File: src/rtl/mem_arbiter_if.sv
`default_nettype none
// ----------------------------------------------------------------------------
// mem_arbiter_if : requester and memory-controller signals of mem_arbiter
// Revision 1.0
// ----------------------------------------------------------------------------
interface mem_arbiter_if #(
  parameter int AWIDTH = 16,
  parameter int DWIDTH = 32
);
  logic              r0_valid;
  logic              r0_rw;
  logic [AWIDTH-1:0] r0_addr;
  logic [DWIDTH-1:0] r0_wdata;
  logic              r0_ack;
  logic              r0_err;

  logic              r1_valid;
  logic              r1_rw;
  logic [AWIDTH-1:0] r1_addr;
  logic [DWIDTH-1:0] r1_wdata;
  logic              r1_ack;
  logic              r1_err;

  logic [DWIDTH-1:0] rdata;

  logic              mc_valid;
  logic              mc_rw;
  logic [AWIDTH-1:0] mc_addr;
  logic [DWIDTH-1:0] mc_wdata;
  logic [DWIDTH-1:0] mc_rdata;
  logic              mc_ready;

  // Arbiter view
  modport master (
    input  r0_valid, r0_rw, r0_addr, r0_wdata,
    input  r1_valid, r1_rw, r1_addr, r1_wdata,
    input  mc_rdata, mc_ready,
    output r0_ack, r0_err, r1_ack, r1_err, rdata,
    output mc_valid, mc_rw, mc_addr, mc_wdata
  );

  // Requesters plus controller view
  modport slave (
    output r0_valid, r0_rw, r0_addr, r0_wdata,
    output r1_valid, r1_rw, r1_addr, r1_wdata,
    output mc_rdata, mc_ready,
    input  r0_ack, r0_err, r1_ack, r1_err, rdata,
    input  mc_valid, mc_rw, mc_addr, mc_wdata
  );
endinterface
`default_nettype wire

File: src/rtl/mem_arbiter.sv
`default_nettype none
// ----------------------------------------------------------------------------
// mem_arbiter : two-port round-robin arbiter in front of a Valid/Ready memory
//               controller, with a per-phase watchdog that aborts stuck handshakes
// Revision 1.0
// ----------------------------------------------------------------------------
module mem_arbiter #(
  parameter int AWIDTH  = 16,
  parameter int DWIDTH  = 32,
  parameter int TIMEOUT = 255
) (
  input wire            clk,
  input wire            reset,
  mem_arbiter_if.master bus
);

  typedef enum logic [1:0] {
    S_IDLE = 2'd0,
    S_REQ  = 2'd1,
    S_WAIT = 2'd2,
    S_DONE = 2'd3
  } state_t;

  localparam logic [7:0] c_timeout = 8'(TIMEOUT);

  state_t            r_state;
  logic              r_last_grant;
  logic              r_grant;
  logic [7:0]        r_cnt;
  logic              r_mc_valid;
  logic              r_mc_rw;
  logic [AWIDTH-1:0] r_mc_addr;
  logic [DWIDTH-1:0] r_mc_wdata;
  logic [DWIDTH-1:0] r_rdata;
  logic [1:0]        r_ack;
  logic [1:0]        r_err;

  state_t            w_state;
  logic              w_last_grant;
  logic              w_grant;
  logic [7:0]        w_cnt;
  logic              w_mc_valid;
  logic              w_mc_rw;
  logic [AWIDTH-1:0] w_mc_addr;
  logic [DWIDTH-1:0] w_mc_wdata;
  logic [DWIDTH-1:0] w_rdata;
  logic [1:0]        w_ack;
  logic [1:0]        w_err;

  logic              w_any_valid;
  logic              w_pick;
  logic              w_req_rw;
  logic [AWIDTH-1:0] w_req_addr;
  logic [DWIDTH-1:0] w_req_wdata;
  logic              w_timeout;
  logic [1:0]        w_sel;

  // On a tie the requester that was not served last wins; otherwise the lone
  // valid requester is taken.
  assign w_any_valid = bus.r0_valid | bus.r1_valid;
  assign w_pick      = (bus.r0_valid & bus.r1_valid) ? ~r_last_grant : ~bus.r0_valid;
  assign w_req_rw    = w_pick ? bus.r1_rw    : bus.r0_rw;
  assign w_req_addr  = w_pick ? bus.r1_addr  : bus.r0_addr;
  assign w_req_wdata = w_pick ? bus.r1_wdata : bus.r0_wdata;
  assign w_timeout   = (r_cnt == c_timeout);
  assign w_sel       = {r_grant, ~r_grant};

  always_comb begin
    w_state      = r_state;
    w_last_grant = r_last_grant;
    w_grant      = r_grant;
    w_cnt        = r_cnt;
    w_mc_valid   = r_mc_valid;
    w_mc_rw      = r_mc_rw;
    w_mc_addr    = r_mc_addr;
    w_mc_wdata   = r_mc_wdata;
    w_rdata      = r_rdata;
    w_ack        = 2'b00;
    w_err        = 2'b00;

    case (r_state)
      S_IDLE: begin
        if (w_any_valid) begin
          w_grant      = w_pick;
          w_last_grant = w_pick;
          w_mc_rw      = w_req_rw;
          w_mc_addr    = w_req_addr;
          w_mc_wdata   = w_req_wdata;
          w_mc_valid   = 1'b1;
          w_cnt        = 8'd0;
          w_state      = S_REQ;
        end
      end

      S_REQ: begin
        if (!bus.mc_ready) begin
          w_cnt   = 8'd0;
          w_state = S_WAIT;
        end else if (w_timeout) begin
          w_mc_valid = 1'b0;
          w_ack      = w_sel;
          w_err      = w_sel;
          w_state    = S_DONE;
        end else begin
          w_cnt = r_cnt + 8'd1;
        end
      end

      S_WAIT: begin
        if (bus.mc_ready) begin
          w_mc_valid = 1'b0;
          if (r_mc_rw) begin
            w_rdata = bus.mc_rdata;
          end
          w_ack   = w_sel;
          w_state = S_DONE;
        end else if (w_timeout) begin
          w_mc_valid = 1'b0;
          w_ack      = w_sel;
          w_err      = w_sel;
          w_state    = S_DONE;
        end else begin
          w_cnt = r_cnt + 8'd1;
        end
      end

      // Guarantees a second mc_valid-low cycle before the next grant
      S_DONE: begin
        w_mc_valid = 1'b0;
        w_state    = S_IDLE;
      end

      default: begin
        w_mc_valid = 1'b0;
        w_state    = S_IDLE;
      end
    endcase
  end

  always_ff @(posedge clk) begin
    if (!reset) begin
      r_state      <= S_IDLE;
      r_last_grant <= 1'b1;
      r_grant      <= 1'b0;
      r_cnt        <= 8'd0;
      r_mc_valid   <= 1'b0;
      r_mc_rw      <= 1'b0;
      r_mc_addr    <= '0;
      r_mc_wdata   <= '0;
      r_rdata      <= '0;
      r_ack        <= 2'b00;
      r_err        <= 2'b00;
    end else begin
      r_state      <= w_state;
      r_last_grant <= w_last_grant;
      r_grant      <= w_grant;
      r_cnt        <= w_cnt;
      r_mc_valid   <= w_mc_valid;
      r_mc_rw      <= w_mc_rw;
      r_mc_addr    <= w_mc_addr;
      r_mc_wdata   <= w_mc_wdata;
      r_rdata      <= w_rdata;
      r_ack        <= w_ack;
      r_err        <= w_err;
    end
  end

  assign bus.r0_ack   = r_ack[0];
  assign bus.r1_ack   = r_ack[1];
  assign bus.r0_err   = r_err[0];
  assign bus.r1_err   = r_err[1];
  assign bus.rdata    = r_rdata;
  assign bus.mc_valid = r_mc_valid;
  assign bus.mc_rw    = r_mc_rw;
  assign bus.mc_addr  = r_mc_addr;
  assign bus.mc_wdata = r_mc_wdata;

endmodule
`default_nettype wire

File: src/flat_wrapper.sv
// flat-port wrapper written by rule: the top's interface ports become plain ports
module mem_arbiter_flat 
#(
  parameter int AWIDTH  = 16,
  parameter int DWIDTH  = 32,
  parameter int TIMEOUT = 255
)
  (clk, reset, bus_r0_valid, bus_r0_rw, bus_r0_addr, bus_r0_wdata, bus_r1_valid, bus_r1_rw, bus_r1_addr, bus_r1_wdata, bus_mc_rdata, bus_mc_ready, bus_r0_ack, bus_r0_err, bus_r1_ack, bus_r1_err, bus_rdata, bus_mc_valid, bus_mc_rw, bus_mc_addr, bus_mc_wdata);
  mem_arbiter_if #(.AWIDTH(AWIDTH), .DWIDTH(DWIDTH)) bus_i ();
  input wire clk;
  input wire reset;
  input wire logic [$bits(bus_i.r0_valid)-1:0] bus_r0_valid;
  input wire logic [$bits(bus_i.r0_rw)-1:0] bus_r0_rw;
  input wire logic [$bits(bus_i.r0_addr)-1:0] bus_r0_addr;
  input wire logic [$bits(bus_i.r0_wdata)-1:0] bus_r0_wdata;
  input wire logic [$bits(bus_i.r1_valid)-1:0] bus_r1_valid;
  input wire logic [$bits(bus_i.r1_rw)-1:0] bus_r1_rw;
  input wire logic [$bits(bus_i.r1_addr)-1:0] bus_r1_addr;
  input wire logic [$bits(bus_i.r1_wdata)-1:0] bus_r1_wdata;
  input wire logic [$bits(bus_i.mc_rdata)-1:0] bus_mc_rdata;
  input wire logic [$bits(bus_i.mc_ready)-1:0] bus_mc_ready;
  output wire logic [$bits(bus_i.r0_ack)-1:0] bus_r0_ack;
  output wire logic [$bits(bus_i.r0_err)-1:0] bus_r0_err;
  output wire logic [$bits(bus_i.r1_ack)-1:0] bus_r1_ack;
  output wire logic [$bits(bus_i.r1_err)-1:0] bus_r1_err;
  output wire logic [$bits(bus_i.rdata)-1:0] bus_rdata;
  output wire logic [$bits(bus_i.mc_valid)-1:0] bus_mc_valid;
  output wire logic [$bits(bus_i.mc_rw)-1:0] bus_mc_rw;
  output wire logic [$bits(bus_i.mc_addr)-1:0] bus_mc_addr;
  output wire logic [$bits(bus_i.mc_wdata)-1:0] bus_mc_wdata;
  assign bus_i.r0_valid = bus_r0_valid;
  assign bus_i.r0_rw = bus_r0_rw;
  assign bus_i.r0_addr = bus_r0_addr;
  assign bus_i.r0_wdata = bus_r0_wdata;
  assign bus_i.r1_valid = bus_r1_valid;
  assign bus_i.r1_rw = bus_r1_rw;
  assign bus_i.r1_addr = bus_r1_addr;
  assign bus_i.r1_wdata = bus_r1_wdata;
  assign bus_i.mc_rdata = bus_mc_rdata;
  assign bus_i.mc_ready = bus_mc_ready;
  assign bus_r0_ack = bus_i.r0_ack;
  assign bus_r0_err = bus_i.r0_err;
  assign bus_r1_ack = bus_i.r1_ack;
  assign bus_r1_err = bus_i.r1_err;
  assign bus_rdata = bus_i.rdata;
  assign bus_mc_valid = bus_i.mc_valid;
  assign bus_mc_rw = bus_i.mc_rw;
  assign bus_mc_addr = bus_i.mc_addr;
  assign bus_mc_wdata = bus_i.mc_wdata;
  mem_arbiter #(.AWIDTH(AWIDTH), .DWIDTH(DWIDTH), .TIMEOUT(TIMEOUT)) u_core (.clk(clk), .reset(reset), .bus(bus_i));
endmodule
File: config.mk
export PLATFORM = sky130hd
export DESIGN_NAME = mem_arbiter_flat
export DESIGN_NICKNAME = d
export VERILOG_FILES = /design/src/rtl/mem_arbiter_if.sv /design/src/rtl/mem_arbiter.sv /design/src/flat_wrapper.sv
export SDC_FILE = /design/constraint.sdc
export NUM_CORES = 1
export LEC_CHECK = 0
export CORE_AREA = 5 5 110 112
export DETAILED_ROUTE_END_ITERATION = 7
export DIE_AREA = 0 0 115 117
export PLACE_DENSITY = 0.87
export SETUP_SLACK_MARGIN = 0.5
export SYNTH_ARGS = -nofsm -noshare
export SYNTH_HDL_FRONTEND = slang
export SYNTH_SLANG_ARGS = --single-unit
File: constraint.sdc
create_clock -name clk -period 2.9 [get_ports clk]
set_clock_uncertainty 0.2 [all_clocks]
set_input_delay 0.58 -clock clk [delete_from_list [all_inputs] [get_ports clk]]
set_output_delay 0.58 -clock clk [all_outputs]
set_load 0.02 [all_outputs]
Yosys cells after proc, flatten, opt, wreduce, memory -nomap -nowiden
Index checks and enable logic that the tools add are counted.
{ "op_classes": {"n_reduce_logical": 6, "bitwise": 5, "add_sub_neg": 1, "n_eq_ne": 7, "muxes": 25} }
{ "op_table": {"columns": ["cell", "n"], "rows": [
  ["2-to-1 mux 32 bit", 1],
  ["2-to-1 mux 8 bit", 4],
  ["one-hot mux 8 bit (3 select lines)", 1],
  ["2-to-1 mux 16 bit", 1],
  ["2-to-1 mux 2 bit", 8],
  ["adder 8 x 1 -> 8 bit, second input constant", 1],
  ["== test 8 bit, second input constant", 1],
  ["one-hot mux 2 bit (2 select lines)", 2],
  ["one-hot mux 2 bit (4 select lines)", 1],
  ["2-to-1 mux 1 bit", 6],
  ["AND reduction 3 bit", 2],
  ["== test 2 bit, second input constant", 2],
  ["inequality test 2 bit, second input constant", 2],
  ["one-hot mux 1 bit (4 select lines)", 1],
  ["AND reduction 2 bit", 2],
  ["NOT 1 bit", 3],
  ["nonzero test 3 bit", 1],
  ["== test 2 x 1 -> 1 bit, second input constant", 1],
  ["zero test 2 bit", 1],
  ["inequality test 2 x 1 -> 1 bit, second input constant", 1],
  ["AND 1 bit", 1],
  ["bitwise OR 1 bit", 1]
]} }
{ "word_totals": {"ff_bits": 98, "word_cells": 55} }

Depth between registers and ports, before layout
Gate-level depths: netlist of run 1.
{ "depth": {"word_depth": 4, "mapped_depth": 7, "depth_no_buf": 6} }

Least setup slack after synthesis of run 1
Ideal clock, no wire load.
{ "synth_timing": {"path_type": "register to register", "startpoint": "register u_core.r_state[1]", "endpoint": "register u_core.r_cnt[3]", "setup_ns": 0.070, "slack_ns": 0.908, "arrival_time_ns": 1.722, "required_time_ns": 2.630, "stages_incl_launch_ff": 8, "period_less_slack_ns": 1.992, "cell_sequence": "dfxtp_1 -> inv_1 -> ha_1 -> nor3b_4 -> nand2b_1 -> buf_6 -> or4_1 -> a21oi_1"} }
{ "synth_between": {"elab_chain_cells": 3, "elab_cells_between_ends": 8, "cone_classes": "eq/ne: 4; mux: 1; reduce/logical: 3"} }
{ "synth_lines": {"columns": ["item", "line_no", "rtl"], "rows": [
  ["start, declared", "mem_arbiter.sv:26", "state_t r_state;"],
  ["start signal, assigned", "mem_arbiter.sv:154", "r_state <= w_state;"],
  ["== test 2 bit, or another cell as far along", "mem_arbiter.sv:81", "case (r_state)"],
  ["inequality test 2 bit (no line), or another cell as far along", null, null],
  ["AND reduction 3 bit (no line)", null, null],
  ["end signal, assigned", "mem_arbiter.sv:157", "r_cnt <= w_cnt;"],
  ["end, declared", "mem_arbiter.sv:29", "logic [7:0] r_cnt;"]
]} }
Several ways; a longest one is shown, not always the timed one.
A chain may end at the register's enable or synchronous reset.

Worst setup path after layout of run 1
{ "layout_timing": {"startpoint": "input port bus_mc_ready", "endpoint": "register u_core.r_cnt[4]"} }
{ "layout_between": {"elab_chain_cells": 2, "elab_cells_between_ends": 4, "cone_classes": "eq/ne: 1; mux: 2; reduce/logical: 1"} }
{ "layout_lines": {"columns": ["item", "line_no", "rtl"], "rows": [
  ["start, declared", "flat_wrapper.sv:21", "input wire logic [$bits(bus_i.mc_ready)-1:0] bus_mc_ready;"],
  ["2-to-1 mux 8 bit or inequality test 2 bit (tied branches)", null, null],
  ["one-hot mux 8 bit (3 select lines) or AND reduction 3 bit (tied branches)", null, null]
]} }
Several ways; a longest one is shown, not always the timed one.

==> results of run 1 <==
[layout by cell type (no fill, tap or decap), drive strengths merged, types with 4 or more instances in the layout]
cell type	count
nand2b	4
clkbuf	12
nor2	58
mux2i	49
ha	6
nand3	4
inv	5
a21oi	43
buf	9
a211oi	51
dfxtp	98
nor3	4
o21ai	6
clkdlybuf4s50	220
nand2	74
[metal layers]
metal	wire length [um]	GRT usage (%)	vias to the layer above
li1	-	-	2059
met1	5040	20.4	1975
met2	7090	35.3	201
met3	1120	5.50	29
met4	325	8.06	0
met5	0	0	-
[stage by stage]
| step | setup WS, ps | area (um2) |
|---|---|---|
| floorplan | 908 | 4140 |
| global placement | 411 | 6480 |
| detailed placement | 280 | 6480 |
| CTS | 579 | 6770 |
| global route | 448 | 6790 |
| finish | 623 | 6790 |
[final cells by class]
cell class	instances	area, um2
clock buffers	12	267
clock inverters	3	23.8
fillers	903	4340
inverters	5	18.8
multi-input cells	329	2030
flip-flops and latches	98	1960
well taps	143	179
repair buffers	229	2310
[cells by family (layout without fill, tap and decap cells)]
family | after synthesis | after routing
AO/OA/AOI/OAI | 113 | 113
adder cells (fa/ha/maj) | 6 | 6
buffers and inverters | 40 | 249
flip-flops | 98 | 98
multiplexers | 49 | 49
AND/OR/NAND/NOR | 161 | 161
[power by group through the flow]
stage	Clock, uW	Combinational (uW)	Sequential [uW]
6_report	1150	1190	1580
5_1_grt	1220	1280	1600
2_1_floorplan	0	431	1760
3_5_place_dp	0	1180	1610
4_1_cts	1170	1190	1590
3_3_place_gp	0	1140	1600
[repair_timing]
action,in CTS,in global routing
hold endpoints to repair,0,0
buffers inserted,0,2
resized for setup,0,1
endpoints found under the setup margin,0,3
[critical path, cell delays in order]
cell and delay [ps]:
clkdlybuf4s50_1 580, and2_1 270, nor3_1 500, nor2_1 110
nor4_1 270
[worst max-delay path by stage]
| stage | startpoint | endpoint | depth (start not counted) |
|---|---|---|---|
| 3_5_place_dp | bus_r0_valid | u_core.r_cnt[4]$_SDFFE_PN0P_ | 5 |
| 3_3_place_gp | bus_r0_valid | u_core.r_cnt[4]$_SDFFE_PN0P_ | 5 |
| 4_1_cts | u_core.r_state[1]$_SDFFE_PN0P_ | u_core.r_cnt[4]$_SDFFE_PN0P_ | 6 |
| 6_report | bus_mc_ready | u_core.r_cnt[4]$_SDFFE_PN0P_ | 5 |
| 2_1_floorplan | u_core.r_state[1]$_SDFFE_PN0P_ | u_core.r_cnt[3]$_SDFFE_PN0P_ | 7 |
| 5_1_grt | bus_mc_ready | u_core.r_cnt[6]$_SDFFE_PN0P_ | 5 |
[flip-flops by register name (all words and copies together) (netlist names)]
name,cells
u_core.bus.mc_addr,16
u_core.bus.mc_rw,1
u_core.bus.mc_valid,1
u_core.bus.mc_wdata,32
u_core.bus.rdata,32
u_core.r_ack,2
u_core.r_cnt,8
u_core.r_err,2
u_core.r_grant,1
u_core.r_last_grant,1
u_core.r_state,2
==> summary.txt, run 1 <==
Area Growth Syn to Fin = 63.8%
mean post-synth cell area = 8.87 um2
Reg2Reg Setup Slack = 640 ps
Static Leak = 0.00255 uW
VDD IR max = 0.364 mV
Req. time, crit path = 2940 ps
Hold Crit Depth = 2
CP Max Fanout = 9
CTS root buf = clkbuf_16
GRT overflow = 0
Reg2Reg Capture Point = u_core.r_cnt[3]$_SDFFE_PN0P_
post-synthesis register bit count = 98
final RePlAce weighted congestion = 0.875
fmax = 439 MHz
clock latency at the later pin of the worst-skew pair = 340 ps
ANT cells = 0
hold_sp = u_core.bus.rdata[25]$_SDFFE_PN0P_
Inserted Clock Buffers = 9
clock-pin slew on the worst setup and hold paths = 70 ps
post-synthesis compound-gate area fraction = 18.3%
Yosys cell types = 39
TritonCTS clock tree = done
simple-gate share of the synthesized area = 16.6%
Synth area leader = dfxtp_1
DRT antenna net count = 0
Power, Total = 3920 uW
YS warnings = 0
Logic pwr share = 30.3%
R2R depth = 6
RSZ-0062 raised after global routing = no
Flop pwr share = 40.4%
Power Density = 578 mW/mm2
Core Footprint = 0.0111 mm2
dpl cells = 802
clock sink count = 98
status = complete, no violations
P_sw = 1200 uW
Main synth FF type = dfxtp_1
largest family of logic cells by synthesized area = compound AO/OA/AOI/OAI gates
die height = 117 um
Final Hold Viols = 0
non-filler cells, final = 819
Worst Setup End Kind = register
antenna violations before repair = 0
ratio of cells with drive above 1 in the final layout = 5.33%
Die X-Extent = 115 um
Rel. slew slack = 51.9%
Post-CTS Hold Fix Bufs = 0
Hold WC Path Type = reg -> reg
I/O Buffers = 220
largest net degree at the start of global routing = 65
row cnt = 39
Worst Tran Pin Value = 719 ps
Longest Clk Path Bufs = 2
number of I/O pins = 221
Yosys top cell area share = 47.4%
routed wire length = 13.6 mm
register area share after synthesis = 47.4%
reg-to-reg startpoint = u_core.r_state[1]$_SDFFE_PN0P_
min Tclk post-route = 2280 ps
post-route DRC violation count = 0
CP Class = in -> reg
Starting Density = 37.2%
Total GRT Usage = 19.1%
Setup crit start kind = input port
WHS Endpoint = u_core.bus.rdata[25]$_SDFFE_PN0P_
total negative setup slack = 0 ps
fin crit share = 78.5%
DRT Pass-1 Iters = 5
synth top area cells = dfxtp_1 (47%), mux2i_1 (12%), a211oi_1 (9.2%)
Final setup violation count = 0
Critical Path AT = 2320 ps
Post-Syn Instances = 467
post-synth net total = 608
adder-cell share of the synthesized area = 1.81%
final hold slack = 254 ps
vias in the first global route = 4283
first-pass GRT wire length = 20.6 mm
max cap viols = 0
Clock power frac = 29.3%
via count = 4264
dpl hpwl = 10.4 mm
final core utilization = 61.0%
Die ar. = 0.0135 mm2
most common cell in the netlist = dfxtp_1
Netlist Area Pre-Place = 0.00414 mm2
drt first-iter violations = 286
max-slew violations = 0
H-tree Lvls = 3
commonest cells in the netlist = dfxtp_1 (98), nand2_1 (74), nor2_1 (57)
Int Power = 2720 uW
routed vias/inst = 5.21
Post-synth EDFFs = 0
switch share = 30.5%
drt wl/cell = 16.6 um
Nets = 813
async set-reset flop share out of synthesis = 0%
mux cell area share after synthesis = 11.8%
Post-Synth XOR/XNOR Area = 0%
(Power assumes the default switching activity.)
==> inputs of run 2 (changes only) <==
- clock period: 2.9 -> 2.2 ns (I/O delays scaled with it)
==> summary.txt, run 2 (same netlist as run 1, synthesis figures left out) <==
VDD IR max = 0.447 mV
Setup crit start kind = register
clock-pin slew on the worst setup and hold paths = 70 ps
Rel. slew slack = 74.3%
max-slew violations = 0
clock latency at the later pin of the worst-skew pair = 340 ps
Die X-Extent = 115 um
drt wl/cell = 18.1 um
H-tree Lvls = 3
largest net degree at the start of global routing = 42
clock sink count = 98
fin crit share = 82.6%
Static Leak = 0.00315 uW
Power Density = 763 mW/mm2
routed vias/inst = 5.12
min Tclk post-route = 1820 ps
Reg2Reg Setup Slack = 380 ps
dpl hpwl = 10.2 mm
row cnt = 39
routed wire length = 15.7 mm
Critical Path AT = 1840 ps
most frequent cells in the layout = clkdlybuf4s50_1 (131), dfxtp_1 (94), nand2_1 (72), nor2_1 (56), mux2i_1 (43)
total negative setup slack = 0 ps
Area Growth Syn to Fin = 85.3%
status = complete, no violations
design area = 0.00768 mm2
ratio of cells with drive above 1 in the final layout = 21.2%
number of I/O pins = 221
Total GRT Usage = 21.0%
antenna violations before repair = 1
fmax = 550 MHz
RSZ-0062 raised after global routing = yes
Final Hold Viols = 0
first-pass GRT wire length = 22.4 mm
CTS root buf = clkbuf_16
final core utilization = 69.0%
max cap viols = 0
post-route DRC violation count = 0
DRT Pass-1 Iters = 4
Worst Tran Pin Value = 383 ps
via count = 4436
Power, Total = 5850 uW
Inserted Clock Buffers = 9
Longest Clk Path Bufs = 2
dpl cells = 815
Nets = 859
GRT overflow = 0
Req. time, crit path = 2220 ps
Final setup violation count = 0
DRT antenna net count = 0
final RePlAce weighted congestion = 0.830
TritonCTS clock tree = done
I/O Buffers = 220
drt first-iter violations = 210
vias in the first global route = 4592
CP Max Fanout = 6
Core Footprint = 0.0111 mm2
Starting Density = 37.2%
most common cell after layout, fill and taps aside = clkdlybuf4s50_1
non-filler cells, final = 867
Worst Setup End Kind = register
Hold WC Path Type = reg -> reg
Die ar. = 0.0135 mm2
placed inst area = 0.00665 mm2
CP Class = reg -> reg
die height = 117 um
[run 2: changes by cell type in the layout (fill, tap and decap cells not counted), moves of 18 or more]
cell / change
clkdlybuf4s50_1: -89
dlygate4sd2_1: +39
buf_4: +18
a211oi_1: -27
a211oi_2: +26
clkdlybuf4s15_1: +38
[run 2: timing repair]
| item | 4_1_cts | 5_1_grt |
|---|---|---|
| hold buffers | 0 | 0 |
| endpoints found under the setup margin | 152 | 135 |
| resized for setup | 117 | 111 |
| pin swaps | 10 | 34 |
| cloned | 6 | 9 |
| buffers inserted | 11 | 9 |
[run 2: final timing paths]
path                                                         from                                end  cells past startpoint
worst max-delay path               u_core.r_state[0]$_SDFFE_PN0P_       u_core.r_cnt[1]$_SDFFE_PN0P_                      8
worst max register to register     u_core.r_state[0]$_SDFFE_PN0P_       u_core.r_cnt[1]$_SDFFE_PN0P_                      8
worst min-delay path            u_core.bus.rdata[21]$_SDFFE_PN0P_  u_core.bus.rdata[21]$_SDFFE_PN0P_                      2
worst min register to register  u_core.bus.rdata[21]$_SDFFE_PN0P_  u_core.bus.rdata[21]$_SDFFE_PN0P_                      2
[run 2: where the power goes]
part,internal (uW),switching (uW),total (uW)
sequential,1970,126,2100
combinational,1120,1050,2170
clock,887,699,1590
[run 2: cell type report]
cell class | instances | area (um2)
diodes | 1 | 2.50
clock buffers | 10 | 229
clock inverters | 6 | 65.1
fillers | 826 | 3450
inverters | 5 | 23.8
multi-input cells | 330 | 2340
flip-flops and latches | 98 | 1970
well taps | 143 | 179
repair buffers | 274 | 2870
[run 2: stage by stage]
stage / setup WS [ps] / hold slack, ps
after floorplan: 450 / 262
after global placement: 7.07 / 242
after detailed placement: -139 / 246
after CTS: 381 / 256
after global routing: 294 / 282
final: 383 / 254
[run 2: critical path, cell delays in order, from the launching register on]
cell	delay, ps
dfxtp_4	370
buf_4	130
ha_1	250
a21oi_2	210
buf_4	150
nor2_1	50
a21oi_2	130
buf_6	160
a21oi_1	60
[run 2: routing by layer]
layer / wire, um / part of all wire, % / track usage [%]
met5: 0 / 0 / 0
met4: 403 / 2.6 / 10.4
met3: 1180 / 7.5 / 6.43
met2: 8180 / 52 / 38.5
met1: 5920 / 38 / 21.8
